==> config.mk <==
export PLATFORM = sky130hd
export DESIGN_NAME = uart_rx_8n1
export DESIGN_NICKNAME = d
export VERILOG_FILES = /design/src/rtl/uart_rx_8n1.sv
export SDC_FILE = /design/constraint.sdc
export NUM_CORES = 1
export LEC_CHECK = 0
export BUFFER_PORTS_ARGS = -buffer_cell sky130_fd_sc_hd__buf_2
export CORE_ASPECT_RATIO = 0.6
export CORE_MARGIN = 3
export CORE_UTILIZATION = 50
export DETAILED_ROUTE_END_ITERATION = 12
export PLACE_DENSITY = 0.71
export SYNTH_ARGS = -nofsm -noshare
export SYNTH_HDL_FRONTEND = slang
export SYNTH_SLANG_ARGS = --single-unit
export TNS_END_PERCENT = 5
==> constraint.sdc <==
create_clock -name clk_i -period 2.9 [get_ports clk_i]
set_clock_uncertainty 0.15 [all_clocks]
set_input_delay 0.145 -clock clk_i [delete_from_list [all_inputs] [get_ports clk_i]]
set_output_delay 0.145 -clock clk_i [all_outputs]
set_load 0.02 [all_outputs]
==> src/rtl/uart_rx_8n1.sv <==
// 8N1 UART receiver timed by a system-clock cycle counter, with a valid/ready
// holding register and one-cycle framing-error and overrun pulses.
module uart_rx_8n1 #(
  parameter int CLK_FREQ = 25000000,
  parameter int BAUDRATE = 9600
) (
  input  logic       clk_i,
  input  logic       rstn_i,
  input  logic       rx_i,
  output logic [7:0] data_o,
  output logic       valid_o,
  input  logic       ready_i,
  output logic       busy_o,
  output logic       frame_err_o,
  output logic       overrun_o
);

  localparam int CLKS_PER_BIT = CLK_FREQ / BAUDRATE;
  localparam int HALF_BIT     = CLKS_PER_BIT / 2;
  localparam int CNT_W        = $clog2(CLKS_PER_BIT);
  localparam logic [CNT_W-1:0] CNT_LAST = CNT_W'(CLKS_PER_BIT - 1);
  localparam logic [CNT_W-1:0] CNT_HALF = CNT_W'(HALF_BIT - 1);

  if (CLKS_PER_BIT < 4) begin : g_param_check
    $error("uart_rx_8n1: CLKS_PER_BIT must be at least 4");
  end

  typedef enum logic [2:0] {
    IDLE,
    START,
    DATA,
    STOP,
    WAIT_IDLE
  } state_t;

  state_t           state_q, state_d;
  logic             sync1_q, sync1_d;
  logic             rx_s_q, rx_s_d;
  logic [CNT_W-1:0] cnt_q, cnt_d;
  logic [2:0]       bit_idx_q, bit_idx_d;
  logic [7:0]       shift_q, shift_d;
  logic [7:0]       data_q, data_d;
  logic             valid_q, valid_d;
  logic             busy_q, busy_d;
  logic             frame_err_q, frame_err_d;
  logic             overrun_q, overrun_d;
  logic             byte_done;

  always_comb begin
    sync1_d     = rx_i;
    rx_s_d      = sync1_q;
    state_d     = state_q;
    cnt_d       = cnt_q;
    bit_idx_d   = bit_idx_q;
    shift_d     = shift_q;
    data_d      = data_q;
    valid_d     = valid_q;
    frame_err_d = 1'b0;
    overrun_d   = 1'b0;
    byte_done   = 1'b0;

    case (state_q)
      IDLE: begin
        if (!rx_s_q) begin
          state_d = START;
          cnt_d   = '0;
        end
      end
      // A start bit still low at its centre is genuine; otherwise treat it as a glitch.
      START: begin
        if (cnt_q == CNT_HALF) begin
          cnt_d = '0;
          if (!rx_s_q) begin
            state_d   = DATA;
            bit_idx_d = 3'd0;
          end else begin
            state_d = IDLE;
          end
        end else begin
          cnt_d = cnt_q + 1'b1;
        end
      end
      DATA: begin
        if (cnt_q == CNT_LAST) begin
          cnt_d   = '0;
          shift_d = {rx_s_q, shift_q[7:1]};
          if (bit_idx_q == 3'd7) begin
            state_d = STOP;
          end else begin
            bit_idx_d = bit_idx_q + 3'd1;
          end
        end else begin
          cnt_d = cnt_q + 1'b1;
        end
      end
      STOP: begin
        if (cnt_q == CNT_LAST) begin
          cnt_d = '0;
          if (rx_s_q) begin
            byte_done = 1'b1;
            state_d   = IDLE;
          end else begin
            frame_err_d = 1'b1;
            state_d     = WAIT_IDLE;
          end
        end else begin
          cnt_d = cnt_q + 1'b1;
        end
      end
      WAIT_IDLE: begin
        if (rx_s_q) begin
          state_d = IDLE;
        end
      end
      default: state_d = IDLE;
    endcase

    // A new byte wins over a same-cycle consume; it only overruns if the old one was not taken.
    if (byte_done) begin
      data_d    = shift_q;
      valid_d   = 1'b1;
      overrun_d = valid_q && !ready_i;
    end else if (valid_q && ready_i) begin
      valid_d = 1'b0;
    end

    busy_d = (state_d != IDLE);
  end

  always_ff @(posedge clk_i or negedge rstn_i) begin
    if (!rstn_i) begin
      sync1_q     <= 1'b1;
      rx_s_q      <= 1'b1;
      state_q     <= IDLE;
      cnt_q       <= '0;
      bit_idx_q   <= 3'd0;
      shift_q     <= 8'h00;
      data_q      <= 8'h00;
      valid_q     <= 1'b0;
      busy_q      <= 1'b0;
      frame_err_q <= 1'b0;
      overrun_q   <= 1'b0;
    end else begin
      sync1_q     <= sync1_d;
      rx_s_q      <= rx_s_d;
      state_q     <= state_d;
      cnt_q       <= cnt_d;
      bit_idx_q   <= bit_idx_d;
      shift_q     <= shift_d;
      data_q      <= data_d;
      valid_q     <= valid_d;
      busy_q      <= busy_d;
      frame_err_q <= frame_err_d;
      overrun_q   <= overrun_d;
    end
  end

  assign data_o      = data_q;
  assign valid_o     = valid_q;
  assign busy_o      = busy_q;
  assign frame_err_o = frame_err_q;
  assign overrun_o   = overrun_q;

endmodule
### Yosys cells after proc, flatten, opt, wreduce, memory -nomap -nowiden

Cells that the tools add are included.

| storage, ports and cells | value |
|---|---|
| bits of input ports | 4 |
| bits in registers | 40 |

| operators by class | value |
|---|---|
| reductions and logical operators | 12 |
| add/subtract/negate cells | 2 |
| equal/unequal tests | 12 |
| muxes and demuxes | 27 |

Operator list:

| operator | count |
|---|---|
| 12-bit two-way mux | 3 |
| 12-bit case mux with 3 select lines | 1 |
| 3-bit two-way mux | 11 |
| 3-bit case mux with 5 select lines | 1 |
| 12-bit by 1-bit adder with 12-bit output (second input constant) | 1 |
| 12-bit by 11-bit equality test with 1-bit output (second input constant) | 1 |
| 12-bit equality test (second input constant) | 1 |
| 2-bit != test (second input constant) | 5 |
| 1-bit two-way mux | 9 |
| 3-bit by 2-bit equality test with 1-bit output (second input constant) | 2 |
| 3-bit equality test (second input constant) | 2 |
| 3-bit case mux with 2 select lines | 1 |
| 3-bit nonzero test | 2 |
| 5-bit AND reduction | 1 |
| 2-bit AND reduction | 2 |
| 2-bit nonzero test | 2 |
| 3-bit by 1-bit adder with 3-bit output (second input constant) | 1 |
| 3-bit by 1-bit equality test with 1-bit output (second input constant) | 1 |
| 3-bit logical NOT | 1 |
| 1-bit logical AND | 2 |
| 2-bit two-way mux | 1 |
| 2-bit OR reduction | 1 |
| 1-bit logical NOT | 1 |

### Longest topological paths before layout

| logic depth | value |
|---|---|
| depth in word-level cells | 5 |
| gate-level depth with buffers | 7 |
| gate-level depth less buffers | 6 |

### Least setup slack after synthesis

Ideal clock, no wire load.

| timing | value |
|---|---|
| path type | register to register |
| start point | register cnt_q[0] |
| end point | register data_q[0], in the netlist data_o[0] |
| library setup time | 0.125 ns |
| arrival | 1.806 ns |
| stages on the path, launching flop included | 6 |
| path buffers | 0 |
| required time | 2.625 ns |
| setup slack | 0.819 ns |
| path through | dfrtp_1 > ha_1 > nor4b_4 > nand3_4 > nor3_4 > mux2_2 |

| on the way | value |
|---|---|
| cells in the longest elaborated chain, start to end | 3 |

Ends and longest elaborated chain:

| item | RTL line | source |
|---|---|---|
| start, declared | 39 | `logic [CNT_W-1:0] cnt_q, cnt_d;` |
| start signal, assigned | 147 | `cnt_q <= cnt_d;` |
| 12-bit equality test | 97 | `if (cnt_q == CNT_LAST) begin` |
| 1-bit two-way mux | 97 |  |
| 1-bit two-way mux | 62 | `case (state_q)` |
| end signal, assigned | 150 | `data_q <= data_d;` |
| end, declared | 42 | `logic [7:0] data_q, data_d;` |

No other way between the ends.
A chain may end at the register's enable or synchronous reset.

### Final worst setup path

| timing | value |
|---|---|
| start point | register cnt_q[0] |
| end point | register cnt_q[10] |

| on the way | value |
|---|---|
| cells in the longest elaborated chain, start to end | 3 |

Ends and longest elaborated chain:

| item | RTL line |
|---|---|
| 12-bit by 1-bit adder with 12-bit output, or another cell as far along | 80, 93, 107 |
| 12-bit two-way mux, on equally long branches | 84, 97, 71 |
| 12-bit case mux with 3 select lines * | 62 |

Mark *: on every way between the ends. The rest lies on a longest branch, timed or not.

==> impl_metrics.py <==
metrics = {
    "floorplan": {
        "die_area_mm2": 0.00475,
        "die_y_um": 54.6,
        "initial_utilization_pct": 56.2,
        "io_pins": 16,
        "die_w_um": 87.0,
        "num_rows": 16,
        "core_mm2": 0.00350,
    },
    "layout": {
        "mostFrequentLayoutCells": "dfrtp_1, nand2_1, mux2_2",
        "layout.nets": 205,
        "nFillCells": 276,
        "area_growth_pct": 11.6,
        "drive_gt1_share_pct": 24.2,
        "antennaDiodeCount": 0,
        "layout_commonest_cell": "dfrtp_1",
        "fin_area_mm2": 0.00220,
    },
    "timing": {
        "setup_tns_ns": 0,
        "drv_slew": 0,
        "period_needed_ns": 2.37,
        "fin_crit_sh_pct": 81.7,
        "fmaxAchievable_mhz": 422,
        "setup_viol": 0,
        "slew_headroom_pct": 41.9,
        "rsz0062_at_grt": "no",
        "hold_violations": 0,
        "tightest_slew_ns": 0.871,
    },
    "cts": {
        "cts_tree": "done",
        "clock_sinks": 40,
        "postCtsSetupRepairBufs": 0,
        "cts_buffers": 5,
        "cts_root_buf": "clkbuf_8",
        "cts_buffer_depth": 2,
        "clk_pin_slew_ns": 0.08,
        "clkLatencyLatePin_ns": 0.29,
        "h-tree-depth": 2,
    },
    "global_routing": {
        "overflow": 0,
        "grt_pass1_vias": 1342,
        "antenna_found_initial": 0,
        "grt_pass1_wl_um": 6460,
        "grt_usage_pct": 18.2,
        "grt_start_max_net_pins": 41,
    },
    "synth": {
        "synthTopCellsByArea": "dfrtp_1, mux2_2, nand2_1, o21ai_0, dfstp_2",
        "synth_edf_count": 0,
        "synthCells": 177,
        "yosys.area.top_type": "dfrtp_1",
        "synth_top_cell_area_share_pct": 48.3,
        "yosysUniqueCellTypes": 48,
        "syn_area_mm2": 0.00197,
        "ys_async_sr_fraction_pct": 100,
        "syn_nets": 185,
        "ys_seq_elements": 40,
        "syn_avg_cell_area_um2": 11.1,
        "synth_ff_type": "dfrtp_1",
        "seq_area_frac_synth_pct": 51.0,
        "yosysWarningCount": 0,
    },
    "placement": {
        "place_congestion": 0.847,
        "port_buffers": 15,
        "placed_cell_area_mm2": 0.00207,
        "dp_hpwl_um": 2770,
    },
    "critical_path": {
        "cp_data_arrival_time_ns": 2.37,
        "endpoint_kind": "flop",
        "reg2reg_slack_ns": 0.53,
        "critPathLaunchType": "flop",
        "crit-reg2reg-launch": "cnt_q[0]",
        "worst-r2r-cell-count": 6,
        "regToRegEndpoint": "cnt_q[10]",
        "path_max_fanout": 9,
        "crit_path_end": "cnt_q[10]",
        "path_class": "flop to flop",
        "crit_start": "cnt_q[0]",
        "crit_required_ns": 2.90,
    },
    "outcome": {
        "status": "complete, no violations",
    },
    "route": {
        "vias": 1470,
        "drt_drc_violations_left": 0,
        "drtIter0Drc": 168,
        "totalWireLength_um": 3960,
        "viasPerCell": 6.05,
        "ant_nets": 0,
        "avgRoutedWirePerCell_um": 16.3,
        "detail_route.first_pass.iterations": 4,
    },
    "power_and_ir_drop": {
        "leakage_nw": 1.02,
        "ir_drop_mv": 0.243,
        "p_per_area_mw_per_mm2": 438,
    },
    "run": {
        "max_cap_viol_count": 0,
    },
    "hold_path": {
        "holdCritPathClass": "flop to flop",
    },
}
-- how the worst min path moves through the flow --
stage          startpoint      endpoint  cells past startpoint
6_report           rx_s_d        rx_s_q                      0
5_1_grt            rx_s_d        rx_s_q                      0
4_1_cts            rx_s_d        rx_s_q                      0
3_5_place_dp         rx_i        rx_s_d                      1
3_3_place_gp         rx_i        rx_s_d                      1
2_1_floorplan      rstn_i  bit_idx_q[0]                      0
-- per-layer routing --
metal | track usage, % | routed length [um]
met5 | 0 | 0
met4 | 8.55 | 58
met3 | 4.51 | 286
met2 | 23.9 | 1670
met1 | 27.5 | 1950
-- logic make-up after synthesis --
family | share of synthesized area [%]
XOR/XNOR | 0.890
AND/OR/NAND/NOR | 21.2
multiplexers | 9.66
buffers and inverters | 2.86
flip-flops | 51.0
adder cells (fa/ha/maj) | 2.54
AO/OA/AOI/OAI | 11.9
-- layout make-up --
type                            instances  area [um^2]  share of cell area (%)
Sequential cell                        40         1000                    45.7
Tap cell                               45         56.3                    2.56
Timing Repair Buffer                   19          113                    5.13
Multi-Input combinational cell        125          910                    41.4
Clock inverter                          2         10.0                   0.456
Clock buffer                            6         82.6                    3.76
Inverter                                6         22.5                    1.03
-- flip-flops by register name, summed over array words and instances, names as in the netlist --
| signal | cells |
|---|---|
| bit_idx_q | 3 |
| busy_o | 1 |
| cnt_q | 12 |
| data_o | 8 |
| frame_err_o | 1 |
| overrun_o | 1 |
| rx_s_d | 1 |
| rx_s_q | 1 |
| shift_q | 8 |
| state_q | 3 |
| valid_o | 1 |
-- power by group --
part           internal [mW]  switching (mW)
combinational        0.00431          0.0125
sequential             0.560         0.00166
clock                  0.190           0.195
-- synth_stat cells (all sizes together) (4+ instances only) --
master and instances:
ha 4, nand2 18, a21oi 4, buf 4
o211ai 7, o21ai 13, inv 6, nand3 6
nor3 8, nand4 6, nor2 6, dfrtp 38
mux2 16
-- through the flow --
stage | setup WS, ns | util (%) | hold WS (ns) | instances | power [mW]
floorplan | 0.819 | - | -0.301 | 177 | 0.573
global placement | 0.685 | 59.2 | 0.107 | 232 | 0.586
detailed placement | 0.570 | 59.2 | 0.112 | 232 | 0.587
CTS | 0.558 | 62.7 | 0.206 | 243 | 0.968
global route | 0.391 | 62.7 | 0.216 | 243 | 0.993
finish | 0.530 | 62.7 | 0.200 | 243 | 0.963
-- critical path: stages (launching register included) --
cell and delay (ns):
dfrtp_1 0.48, ha_1 0.25, nor4b_4 0.37, a31oi_1 0.36, nor2_1 0.29, buf_4 0.22
o22ai_1 0.11
-- what timing repair did --
| action | CTS | global route |
|---|---|---|
| hold endpoints to repair | 40 | 0 |
| hold buffers | 3 | 0 |
| endpoints found under the setup margin | 0 | 0 |
| gates resized for setup | 0 | 0 |
Power figures use the tool's default switching activity.
